--- config.mk ---
export PLATFORM = sky130hd
export DESIGN_NAME = barramento_snooping
export DESIGN_NICKNAME = d
export VERILOG_FILES = /design/src/rtl/barramento_snooping.sv
export SDC_FILE = /design/constraint.sdc
export NUM_CORES = 1
export LEC_CHECK = 0
export CAP_MARGIN = 20
export CORE_MARGIN = 4
export CORE_UTILIZATION = 30
export CTS_CLUSTER_DIAMETER = 120
export DETAILED_ROUTE_END_ITERATION = 10
export GPL_TIMING_DRIVEN = 0
export SYNTH_ARGS = -nofsm -noshare
export SYNTH_HDL_FRONTEND = slang
export SYNTH_SLANG_ARGS = --single-unit
--- constraint.sdc ---
create_clock -name clock -period 1.9 [get_ports clock]
set_input_delay 0.19 -clock clock [delete_from_list [all_inputs] [get_ports clock]]
set_output_delay 0.19 -clock clock [all_outputs]
set_load 0.05 [all_outputs]
--- src/rtl/barramento_snooping.sv ---
// Shared snooping-bus controller for NPROC MSI caches: round-robin arbitration,
// message broadcast, snoop-reply collection and owner-or-memory data sourcing.
module barramento_snooping #(
    parameter int unsigned NPROC   = 3,
    parameter int unsigned ADDR_W  = 4,
    parameter int unsigned DATA_W  = 8,
    parameter int unsigned MEM_LAT = 2
) (
    input  logic                    clock,
    input  logic                    resetn,
    input  logic [NPROC-1:0]        req,
    input  logic [2*NPROC-1:0]      msg_in,
    input  logic [ADDR_W*NPROC-1:0] addr_in,
    input  logic [NPROC-1:0]        snoop_wb,
    input  logic [NPROC-1:0]        snoop_abort,
    input  logic [DATA_W*NPROC-1:0] snoop_data,
    input  logic [DATA_W-1:0]       mem_rdata,
    output logic [NPROC-1:0]        gnt,
    output logic                    bus_valid,
    output logic [1:0]              bus_msg,
    output logic [ADDR_W-1:0]       bus_addr,
    output logic [NPROC-1:0]        bus_src,
    output logic                    mem_rd,
    output logic                    mem_wr,
    output logic [ADDR_W-1:0]       mem_addr,
    output logic [DATA_W-1:0]       mem_wdata,
    output logic                    resp_valid,
    output logic [DATA_W-1:0]       resp_data,
    output logic [NPROC-1:0]        resp_dst,
    output logic                    busy
);
    localparam int unsigned PW = (NPROC > 1) ? $clog2(NPROC) : 1;
    localparam int unsigned CW = (MEM_LAT > 1) ? $clog2(MEM_LAT) : 1;
    localparam logic [1:0] MSG_INV  = 2'b00;
    localparam logic [1:0] MSG_NONE = 2'b11;

    typedef enum logic [2:0] {OCIOSO, DIFUNDE, ESCUTA, GRAVA, LE, RESPONDE} state_t;

    state_t            state, state_d;
    logic [PW-1:0]     ptr, ptr_d;
    logic [CW-1:0]     cnt, cnt_d;
    logic [1:0]        msg_q, msg_d;
    logic [ADDR_W-1:0] addr_q, addr_d;
    logic [DATA_W-1:0] data_q, data_d;
    logic [NPROC-1:0]  gnt_d;

    logic [NPROC-1:0]  elig;
    logic              found;
    logic [PW-1:0]     win;
    int unsigned       idx;

    // Round-robin search over eligible requesters, starting at the pointer
    always_comb begin
        elig  = '0;
        found = 1'b0;
        win   = '0;
        idx   = 0;
        for (int unsigned i = 0; i < NPROC; i++) begin
            elig[i] = req[i] && (msg_in[2*i +: 2] != MSG_NONE);
        end
        for (int unsigned k = 0; k < NPROC; k++) begin
            idx = 32'(ptr) + k;
            if (idx >= NPROC) idx = idx - NPROC;
            if (!found && elig[idx]) begin
                found = 1'b1;
                win   = PW'(idx);
            end
        end
    end

    logic [NPROC-1:0]  owner_req;
    logic [DATA_W-1:0] owner_data;
    logic              taken;

    // Only abort selects an owner; a writeBack without abort is ignored
    always_comb begin
        owner_req  = snoop_abort & (snoop_wb | snoop_abort) & ~gnt;
        owner_data = '0;
        taken      = 1'b0;
        for (int unsigned i = 0; i < NPROC; i++) begin
            if (owner_req[i] && !taken) begin
                owner_data = snoop_data[i*DATA_W +: DATA_W];
                taken      = 1'b1;
            end
        end
    end

    // Next-state and latched-transaction logic
    always_comb begin
        state_d = state;
        ptr_d   = ptr;
        cnt_d   = cnt;
        msg_d   = msg_q;
        addr_d  = addr_q;
        data_d  = data_q;
        gnt_d   = gnt;
        case (state)
            OCIOSO: begin
                if (found) begin
                    state_d = DIFUNDE;
                    gnt_d   = NPROC'(1) << win;
                    msg_d   = msg_in[2*32'(win) +: 2];
                    addr_d  = addr_in[ADDR_W*32'(win) +: ADDR_W];
                    data_d  = '0;
                    ptr_d   = (win == PW'(NPROC-1)) ? '0 : PW'(win + 1'b1);
                end
            end
            DIFUNDE: state_d = (msg_q == MSG_INV) ? RESPONDE : ESCUTA;
            ESCUTA: begin
                cnt_d = CW'(MEM_LAT-1);
                if (|owner_req) begin
                    state_d = GRAVA;
                    data_d  = owner_data;
                end else begin
                    state_d = LE;
                end
            end
            GRAVA: begin
                if (cnt == '0) state_d = RESPONDE;
                else           cnt_d   = cnt - 1'b1;
            end
            LE: begin
                if (cnt == '0) begin
                    state_d = RESPONDE;
                    data_d  = mem_rdata;
                end else begin
                    cnt_d = cnt - 1'b1;
                end
            end
            RESPONDE: begin
                state_d = OCIOSO;
                gnt_d   = '0;
            end
            default: state_d = OCIOSO;
        endcase
    end

    // State, transaction latches and registered outputs decoded from the next state
    always_ff @(posedge clock or negedge resetn) begin
        if (!resetn) begin
            state      <= OCIOSO;
            ptr        <= '0;
            cnt        <= '0;
            msg_q      <= MSG_NONE;
            addr_q     <= '0;
            data_q     <= '0;
            gnt        <= '0;
            bus_src    <= '0;
            bus_valid  <= 1'b0;
            bus_msg    <= MSG_NONE;
            bus_addr   <= '0;
            mem_rd     <= 1'b0;
            mem_wr     <= 1'b0;
            mem_addr   <= '0;
            mem_wdata  <= '0;
            resp_valid <= 1'b0;
            resp_data  <= '0;
            resp_dst   <= '0;
            busy       <= 1'b0;
        end else begin
            state      <= state_d;
            ptr        <= ptr_d;
            cnt        <= cnt_d;
            msg_q      <= msg_d;
            addr_q     <= addr_d;
            data_q     <= data_d;
            gnt        <= gnt_d;
            bus_src    <= gnt_d;
            bus_valid  <= (state_d == DIFUNDE);
            bus_msg    <= (state_d == DIFUNDE) ? msg_d : MSG_NONE;
            bus_addr   <= (state_d == DIFUNDE) ? addr_d : '0;
            mem_rd     <= (state_d == LE);
            mem_wr     <= (state_d == GRAVA);
            mem_addr   <= (state_d == LE || state_d == GRAVA) ? addr_d : '0;
            mem_wdata  <= (state_d == GRAVA) ? data_d : '0;
            resp_valid <= (state_d == RESPONDE);
            resp_data  <= (state_d == RESPONDE) ? data_d : '0;
            resp_dst   <= (state_d == RESPONDE) ? gnt_d : '0;
            busy       <= (state_d != OCIOSO);
        end
    end
endmodule

==> results of run 1 <==
-- kinds of logic (layout without fill, tap and decap cells) --
family	Yosys count	after routing
adder cells (fa/ha/maj)	3	3
AND/OR/NAND/NOR	79	79
multiplexers	8	8
flip-flops	57	57
AO/OA/AOI/OAI	77	77
buffers and inverters	25	170
-- sequential cells by signal (all words and copies together), names as in the netlist, 2 cells and up --
register and flops:
state 3, msg_q 2, data_q 8, mem_wdata 8, bus_src 3, addr_q 4
resp_dst 3, bus_msg 2, ptr 2, resp_data 8, bus_addr 4, mem_addr 4
-- synth_stat cells, types with 2 or more instances --
| cell type | number |
|---|---|
| nor2b_2 | 2 |
| a21boi_2 | 3 |
| o21a_1 | 2 |
| buf_4 | 4 |
| a222oi_1 | 13 |
| o221a_2 | 2 |
| nand2_1 | 15 |
| a21oi_1 | 9 |
| nor2b_1 | 6 |
| a21oi_2 | 2 |
| dfstp_2 | 4 |
| a21bo_2 | 2 |
| a31oi_1 | 3 |
| o22ai_1 | 9 |
| buf_2 | 9 |
| a21bo_1 | 2 |
| a21boi_1 | 2 |
| a221o_1 | 9 |
| inv_1 | 7 |
| dfrtp_1 | 53 |
| ha_1 | 2 |
| o21ai_0 | 4 |
| nand2b_1 | 2 |
| mux2i_1 | 8 |
| nor2_1 | 15 |
| o21ai_1 | 3 |
| and2_1 | 27 |
| or3_1 | 3 |
| nor3_1 | 5 |
| o31ai_1 | 2 |
-- through the flow --
step / hold slack, ps / power [mW]
floorplan: -106 / 4.53
global placement: 491 / 5.69
detailed placement: 271 / 5.72
CTS: 465 / 7.76
global route: 523 / 8.52
finish: 456 / 8.06
-- final cells by class --
| class | count | area (µm²) | share of cell area, % |
|---|---|---|---|
| Clock inverter | 7 | 93.8 | 2.03 |
| Tap cell | 108 | 135 | 2.93 |
| Clock buffer | 9 | 124 | 2.68 |
| Buffer | 14 | 123 | 2.66 |
| Inverter | 8 | 37.5 | 0.813 |
| Multi-Input combinational cell | 167 | 1390 | 30.2 |
| Timing Repair Buffer | 132 | 1280 | 27.7 |
| Sequential cell | 57 | 1440 | 31.1 |
-- routing by layer --
metal / global-route usage, % / wire (µm) / vias to the layer above
li1: - / - / 1203
met1: 19.3 / 3600 / 1291
met2: 25.8 / 4150 / 103
met5: 0 / 0 / -
met4: 5.13 / 73 / 0
met3: 4.60 / 500 / 8
-- how the worst max path moves through the flow --
stage	endpoint	slack (ps)	cells after the start
after floorplan	mem_wdata[0]$_DFF_PN0_	-40	10
after global placement	bus_src[1]$_DFF_PN0_	-1300	1
after detailed placement	mem_wdata[7]$_DFF_PN0_	-430	8
after CTS	resp_dst[2]$_DFF_PN0_	-120	8
after global routing	addr_q[0]$_DFF_PN0_	-250	9
final	resp_dst[2]$_DFF_PN0_	-150	9
-- power by group through the flow --
stage                     combinational, mW  sequential [mW]  clock, mW
after floorplan                        1.90             2.63          0
after global placement                 3.80             1.88          0
after CTS                              4.60             1.88       1.27
after global routing                   5.25             1.92       1.35
after detailed placement               3.83             1.88          0
final                                  4.94             1.88       1.24
-- repair_timing --
| action | CTS | global route |
|---|---|---|
| hold endpoints to repair | 28 | 0 |
| endpoints found under the setup margin | 46 | 45 |
| pin swaps | 21 | 11 |
| setup buffers | 26 | 6 |
| cloned | 2 | 0 |
| resized for setup | 41 | 20 |
| hold buffers | 1 | 0 |
-- worst reg2reg max path: stages, from the launching register on --
cell     delay, ps
dfrtp_1        420
inv_1           90
ha_2           190
buf_8          140
nor3_4          40
a21oi_2        150
o22ai_2        120
o31a_1         340
a221o_1        320
and2_1         140
==> results.toml, run 1 <==
[status]
outcome = "complete, but fails checks"
violations = "setup timing"

[synth]
ys.flop_type = "dfrtp_1"
ys_top_cells_by_area = "dfrtp_1 (48%), and2_1 (6.2%), a222oi_1 (4.8%), dfstp_2 (3.8%), a221o_1 (3.3%)"
synth-seq-cells = 57
yosys.area.top_type = "dfrtp_1"
synth_compound_area_share_pct = 22.9
synthesis.area_um2 = 2740
synthArstFlopShare_pct = 100
synth_top_area_share_pct = 48.4
synth_adder_area_share_pct = 1.33
synth_seq_area_share_pct = 52.3
ys_warn_count = 0
synth_xor_xnor_area_share_pct = 0
yosysUniqueCellTypes = 50
synth_fp_nets = 312
synth_top_family_by_area = "compound AO/OA/AOI/OAI gates"
synthSimpleGateAreaFrac_pct = 15.8
syn_inst = 249
synth_edf_count = 0
post_synth_mux_area_share_pct = 2.93
avgSynthCellArea_um2 = 11.0

[sta]
hold_viol = 0
layout_min_cycle_time_ps = 2050
setup_viol = 41
slew-limit-headroom_pct = 50.5
post-route-period-util_pct = 108
finalSetupTns_ps = -3170
fmax_mhz = 487
worst_pin_slew_ps = 743
worst_slack_ps = -151
drv_slew = 0
rsz0062_at_grt = "true"
skew_ps = 5.65

[placement]
place_congestion = 0.786
dp_hpwl_mm = 5.73
place_inst = 455
port_buffers = 97
preCtsSetupSlack_ps = -426
placed_cell_area_um2 = 3890

[global_routing]
overflow = 0
grt_max_degree = 30
grt_pass1_wl_mm = 13.4
grt_pass1_vias = 2633
antenna_found_initial = 0
grt.total_usage_pct = 15.5

[floorplanning]
die_h_um = 104
start_util_pct = 31.1
die_x_um = 104
rows = 34
core_area_um2 = 8810
io_pins = 101
dieArea_um2 = 10700

[final_layout]
nFillCells = 782
final_cells = 502
n_antenna_cell = 0
nets = 452
final_cell_mix = "clkdlybuf4s50_1 (94), dfrtp_1 (50), buf_4 (30)"
area_growth_pct = 68.7
drive_gt1_share_pct = 30.5
final_area_um2 = 4620
final_common_cell = "clkdlybuf4s50_1"
fin_util_pct = 52.4

[routing]
ant_nets = 0
first_pass_iters = 7
drc_errors = 0
post_drt_wl_per_cell_um = 16.6
via_per_inst = 5.19
totalWireLength_mm = 8.33
routed-via-count = 2605
drtIter0Drc = 245

[critical_path]
reg2reg_depth = 9
critPathCaptureType = "flop"
crit_start = "ptr[1]$_DFFE_PN0P_"
worstPathArrival_ps = 2280
cp_data_required_time_ps = 2130
cp_max_fo = 7
r2r_start = "ptr[1]$_DFFE_PN0P_"
worstPathCellList = "inv_1 > ha_2 > buf_8 > nor3_4 > a21oi_2 > o22ai_2 > o31a_1 > a221o_1 > and2_1"
cp_num_buf_inv = 2
rrSetupSlack_ps = -150
slowest_stage = "dfrtp_1"
r2r-end = "resp_dst[2]$_DFF_PN0_"
path_class = "reg2reg"
cp_slowest_stage_delay_ps = 420
cp_top_family = "compound AO/OA/AOI/OAI gates"
start_kind = "flop"

[clock_tree]
cts_tree = "yes"
cts.sinks = 57
clk_latency_ps = 330
cts.path.max_buffers = 2
cts_buffers = 9
clkTransAtPathRegs_ps = 70
h-tree-depth = 3
cts_root_buf = "clkbuf_8"

[power]
p_per_area_nw_per_um2 = 1750
peakVddDrop_mv = 0.649
swShare_pct = 43.7
pwr-share-clk_pct = 15.4
power_frac_seq_pct = 23.4
power.internal_mw = 4.54
switchingPower_mw = 3.52
power_frac_comb_pct = 61.2
p_leak_nw = 2.00

[worst_hold_path]
hold_path_class = "in2async"

[run]
cap_viol_max_count = 0
Note: power is estimated with default switching activity, not from simulation.
==> run 2, diff against run 1 <==
Settings changed: CORE_UTILIZATION 30 to 40, CTS_CLUSTER_DIAMETER 120 to 80, PLACE_DENSITY from default to 0.76.
==> run 2 against run 1 <==
Compared with the run above: the run still ends with setup timing left; flip-flop and latch count did not move; register-to-register slack got worse by 20 ps; die area fell by 23%; highest routed layer unchanged.
==> results.toml, run 2 (same netlist as run 1, synthesis figures left out) <==
[status]
outcome = "complete, but fails checks"
violations = "setup timing"

[routing]
via_per_inst = 5.49
first_pass_iters = 5
totalWireLength_mm = 8.41
routed-via-count = 2552
post_drt_wl_per_cell_um = 18.1
ant_nets = 0
drtIter0Drc = 210
drc_errors = 0

[global_routing]
grt_pass1_vias = 2486
grt_max_degree = 43
grt.total_usage_pct = 19.0
grt_pass1_wl_mm = 12.4
overflow = 0
antenna_found_initial = 0

[placement]
place_congestion = 0.878
preCtsSetupSlack_ps = -386
place_inst = 424
port_buffers = 97
dp_hpwl_mm = 5.73

[sta]
drv_slew = 0
post-route-period-util_pct = 109
skew_ps = 4.29
finalSetupTns_ps = -2190
worst_slack_ps = -175
slew-limit-headroom_pct = 64.5
rsz0062_at_grt = "true"
hold_viol = 0
worst_pin_slew_ps = 531
fmax_mhz = 482
whs_ps = 308
setup_viol = 36
layout_min_cycle_time_ps = 2080

[final_layout]
final_cells = 465
final_common_cell = "clkdlybuf4s50_1"
area_growth_pct = 63.1
final_cell_mix = "clkdlybuf4s50_1 (94), dfrtp_1 (50), buf_4 (34)"
largest_registers = "data_q (8), mem_wdata (8), resp_data (8)"
n_antenna_cell = 0
drive_gt1_share_pct = 28.9
nets = 446

[critical_path]
cp_slowest_stage_delay_ps = 390
reg2reg_depth = 8
path_class = "reg2reg"
slowest_stage = "dfrtp_1"
critPathCaptureType = "flop"
worstPathArrival_ps = 2300
cp_data_required_time_ps = 2120
start_kind = "flop"
cp_max_fo = 6
worstPathCellList = "inv_2 > ha_4 > nand3_4 > o31ai_4 > a31o_1 > o31a_1 > a221o_1 > and2_1"

[clock_tree]
cts.path.max_buffers = 2
clkTransAtPathRegs_ps = 70
cts_root_buf = "clkbuf_8"
clk_latency_ps = 330
cts_tree = "yes"
cts_buffers = 9
cts.sinks = 57
h-tree-depth = 3

[power]
power_frac_comb_pct = 59.6
switchingPower_mw = 3.44
power.internal_mw = 4.49
p_per_area_nw_per_um2 = 1780
swShare_pct = 43.4
p_leak_nw = 1.95
power_frac_seq_pct = 23.7
peakVddDrop_mv = 0.991
pwr-share-clk_pct = 16.7
total_power_mw = 7.93

[floorplanning]
io_pins = 101
dieArea_um2 = 8230
die_x_um = 90.7
die_h_um = 90.7
rows = 29
core_area_um2 = 6490
start_util_pct = 42.1

[worst_hold_path]
hold_path_class = "in2async"

[run]
cap_viol_max_count = 0
run 2: cell types whose count changed in the layout (fill, tap and decap cells not counted), moves of 2 or more:
cell / previous run / this run
and2_1: 25 / 27
buf_12: 3 / 1
buf_6: 8 / 4
clkinvlp_4: 2 / 0
buf_4: 30 / 34
dlymetal6s2s_1: 2 / 0
and2_4: 2 / 0
clkbuf_8: 9 / 12
run 2: what timing repair did:
action,CTS,global route
hold endpoints to repair,15,0
pin swaps,7,21
gates cloned,0,0
setup buffers,11,17
resized for setup,19,29
endpoints found under the setup margin,48,47
hold buffers,1,0
run 2: critical path: cells and delay by family, from the launching register on:
| kind | cells | cell delay [ps] |
|---|---|---|
| simple gates | 2 | 270 |
| flops | 1 | 390 |
| fa+ha+maj | 1 | 240 |
| buf+inv | 1 | 90 |
| compound gates | 4 | 970 |
run 2: path summary, 6_finish.rpt:
| kind | slack, ps | endpoint | startpoint |
|---|---|---|---|
| max | -180 | resp_dst[2]$_DFF_PN0_ | ptr[0]$_DFFE_PN0P_ |
| min | 310 | mem_wdata[1]$_DFF_PN0_ | resetn |
| max reg2reg | -180 | resp_dst[2]$_DFF_PN0_ | ptr[0]$_DFFE_PN0P_ |
| min reg2reg | 490 | mem_addr[0]$_DFF_PN0_ | addr_q[0]$_DFF_PN0_ |
| max in group asynchronous | 990 | bus_msg[0]$_DFF_PN1_ | resetn |
| min in group clock | 490 | mem_addr[0]$_DFF_PN0_ | addr_q[0]$_DFF_PN0_ |
run 2: power by group through the flow:
stage / logic [mW] / registers, mW / clock network [mW]
finish: 4.73 / 1.88 / 1.32
global route: 5.01 / 1.92 / 1.40
CTS: 4.20 / 1.86 / 1.34
detailed placement: 3.84 / 1.89 / 0
global placement: 3.76 / 1.87 / 0
floorplan: 1.90 / 2.63 / 0
run 2: final cells by class:
class / instances / area (µm²)
Buffer: 13 / 95.1
Clock buffer: 12 / 165
Clock inverter: 4 / 73.8
Fill cell: 455 / 2030
Inverter: 8 / 32.5
Multi-Input combinational cell: 167 / 1360
Sequential cell: 57 / 1440
Tap cell: 77 / 96.3
Timing Repair Buffer: 127 / 1200
run 2: stage by stage:
| step | instance area (µm²) | utilization (%) |
|---|---|---|
| floorplan | 2770 | - |
| global placement | 3840 | 59.1 |
| detailed placement | 3860 | 59.4 |
| CTS | 4260 | 65.6 |
| global route | 4460 | 68.7 |
| finish | 4460 | 68.7 |
run 2: layer usage:
metal / vias up / share of wire (%) / GRT usage [%]
li1: 1196 / - / -
met1: 1258 / 40 / 21.9
met2: 81 / 53 / 34.3
met3: 17 / 4.4 / 3.67
met4: 0 / 2.0 / 7.91
met5: - / 0 / 0
==> run 3, diff against run 2 <==
--- a/constraint.sdc
+++ b/constraint.sdc
@@ -3,2 +3,2 @@
 set_output_delay 0.19 -clock clock [all_outputs]
-set_load 0.05 [all_outputs]
+set_load 0.1 [all_outputs]
==> run 3 against run 2 <==
Compared with the run above: the flow still finishes with violations (setup timing); clock skew rose by 1.4 ps; sequential power barely moved; hold slack got worse by 9.3 ps; sequential share of layout area fell by 0.12 points; largest cell class unchanged.
==> results.toml, run 3 (same netlist as run 1, synthesis figures left out) <==
[status]
outcome = "complete, but fails checks"
violations = "setup timing"

[clock_tree]
cts.path.max_buffers = 2
cts.sinks = 57
cts_root_buf = "clkbuf_8"
cts_tree = "yes"
cts_buffers = 9
clk_latency_ps = 340
h-tree-depth = 3
clkTransAtPathRegs_ps = 70

[critical_path]
worstPathCellList = "inv_2 > ha_2 > buf_8 > nand3_4 > o31ai_4 > a31o_1 > o31a_1 > a221o_1 > and2_1"
slowest_stage = "dfrtp_1"
cp_num_buf_inv = 2
rrSetupSlack_ps = -220
worstPathArrival_ps = 2350
cp_slowest_stage_delay_ps = 410
cp_top_family = "compound AO/OA/AOI/OAI gates"
r2r-end = "resp_dst[2]$_DFF_PN0_"
critPathCaptureType = "flop"
cp_data_required_time_ps = 2120
path_class = "reg2reg"
start_kind = "flop"
cp_max_fo = 8
r2r_start = "ptr[1]$_DFFE_PN0P_"
reg2reg_depth = 9

[final_layout]
final_cell_mix = "clkdlybuf4s50_1 (56), dfrtp_1 (50), buf_4 (43)"
final_common_cell = "clkdlybuf4s50_1"
nets = 458
drive_gt1_share_pct = 31.5
area_growth_pct = 64.5
largest_registers = "data_q (8), mem_wdata (8), resp_data (8)"
fin_util_pct = 69.4
final_area_um2 = 4500
n_antenna_cell = 0

[power]
p_leak_nw = 2.14
peakVddDrop_mv = 1.27
p_per_area_nw_per_um2 = 1980

[placement]
placed_cell_area_um2 = 3850
place_congestion = 0.900
preCtsSetupSlack_ps = -451
port_buffers = 97
dp_hpwl_mm = 5.64

[worst_hold_path]
hold_path_class = "in2async"

[routing]
routed-via-count = 2700
via_per_inst = 5.66
drtIter0Drc = 212
post_drt_wl_per_cell_um = 18.2
totalWireLength_mm = 8.70
drc_errors = 0
ant_nets = 0
first_pass_iters = 8

[floorplanning]
io_pins = 101
dieArea_um2 = 8230
die_x_um = 90.7
start_util_pct = 42.1
rows = 29
core_area_um2 = 6490
die_h_um = 90.7

[sta]
setup_viol = 45
worst_slack_ps = -225
post-route-period-util_pct = 112
worst_pin_slew_ps = 980
layout_min_cycle_time_ps = 2120
hold_viol = 0
slew-limit-headroom_pct = 34.9
drv_slew = 0
rsz0062_at_grt = "true"
skew_ps = 5.67
fmax_mhz = 471

[global_routing]
grt_max_degree = 43
overflow = 0
grt_pass1_vias = 2679
antenna_found_initial = 0
grt.total_usage_pct = 20.9
grt_pass1_wl_mm = 13.5

[run]
cap_viol_max_count = 0
## run 3: cell types whose count changed in the layout (fill, tap and decap cells not counted), sizes merged
cell and delta:
dlygate4sd2 +34, clkinv -1, clkdlybuf4s50 -38, clkbuf +5, clkdlybuf4s15 +2, inv +1, bufinv -1, buf +10
## run 3: metal layers
metal | wire length, µm | vias to the layer above | global-route usage, %
met2 | 4500 | 144 | 35.8
met1 | 3370 | 1325 | 24.2
met4 | 188 | 0 | 8.93
met5 | 0 | - | 0
met3 | 637 | 19 | 6.00
li1 | - | 1212 | -
## run 3: report_power, final
group          switching, mW  internal (mW)  total [mW]
Combinational           3.84           2.00        5.84
Sequential             0.220           1.67        1.89
Clock                  0.479          0.713        1.19
## run 3: worst reg2reg max path, cell delays in order (launching register included)
cell     delay (ps)
dfrtp_1         410
inv_2            60
ha_2            170
buf_8           140
nand3_4          80
o31ai_4          80
a31o_1          210
o31a_1          340
a221o_1         360
and2_1          160
## run 3: stage by stage
step	setup TNS [ps]	hold WS, ps	cells	total power, mW
floorplan	-779	-106	249	5.47
global placement	-67060	482	423	6.58
detailed placement	-12810	134	424	6.65
CTS	-3650	304	466	8.40
global route	-9110	331	477	9.33
finish	-5510	299	477	8.92
## run 3: final cells by class
class                           instances  area [µm²]
Fill cell                             456        1990
Inverter                                8        37.5
Clock buffer                           14         173
Timing Repair Buffer                  138        1230
Buffer                                 13         109
Clock inverter                          2        35.0
Tap cell                               77        96.3
Sequential cell                        57        1440
Multi-Input combinational cell        167        1380
Timing Repair inverter                  1        6.26
## run 3: worst max path at each step
stage	cells after the start	startpoint	slack, ps	endpoint
floorplan	9	ptr[0]$_DFFE_PN0P_	-50	busy$_DFF_PN0_
global placement	1	resetn	-1370	bus_src[1]$_DFF_PN0_
detailed placement	8	ptr[0]$_DFFE_PN0P_	-450	msg_q[1]$_DFF_PN1_
CTS	9	ptr[0]$_DFFE_PN0P_	-190	msg_q[1]$_DFF_PN1_
global route	9	ptr[0]$_DFFE_PN0P_	-280	addr_q[2]$_DFF_PN0_
finish	9	ptr[1]$_DFFE_PN0P_	-220	resp_dst[2]$_DFF_PN0_
## run 3: what timing repair did
action                                 4_1_cts  5_1_grt
gates resized for setup                     72       31
setup buffers                               26       15
endpoints found under the hold margin       15        0
hold buffers                                 1        0
gates cloned                                 0        1
setup endpoints to repair                   87       50
pin swaps                                   30       16
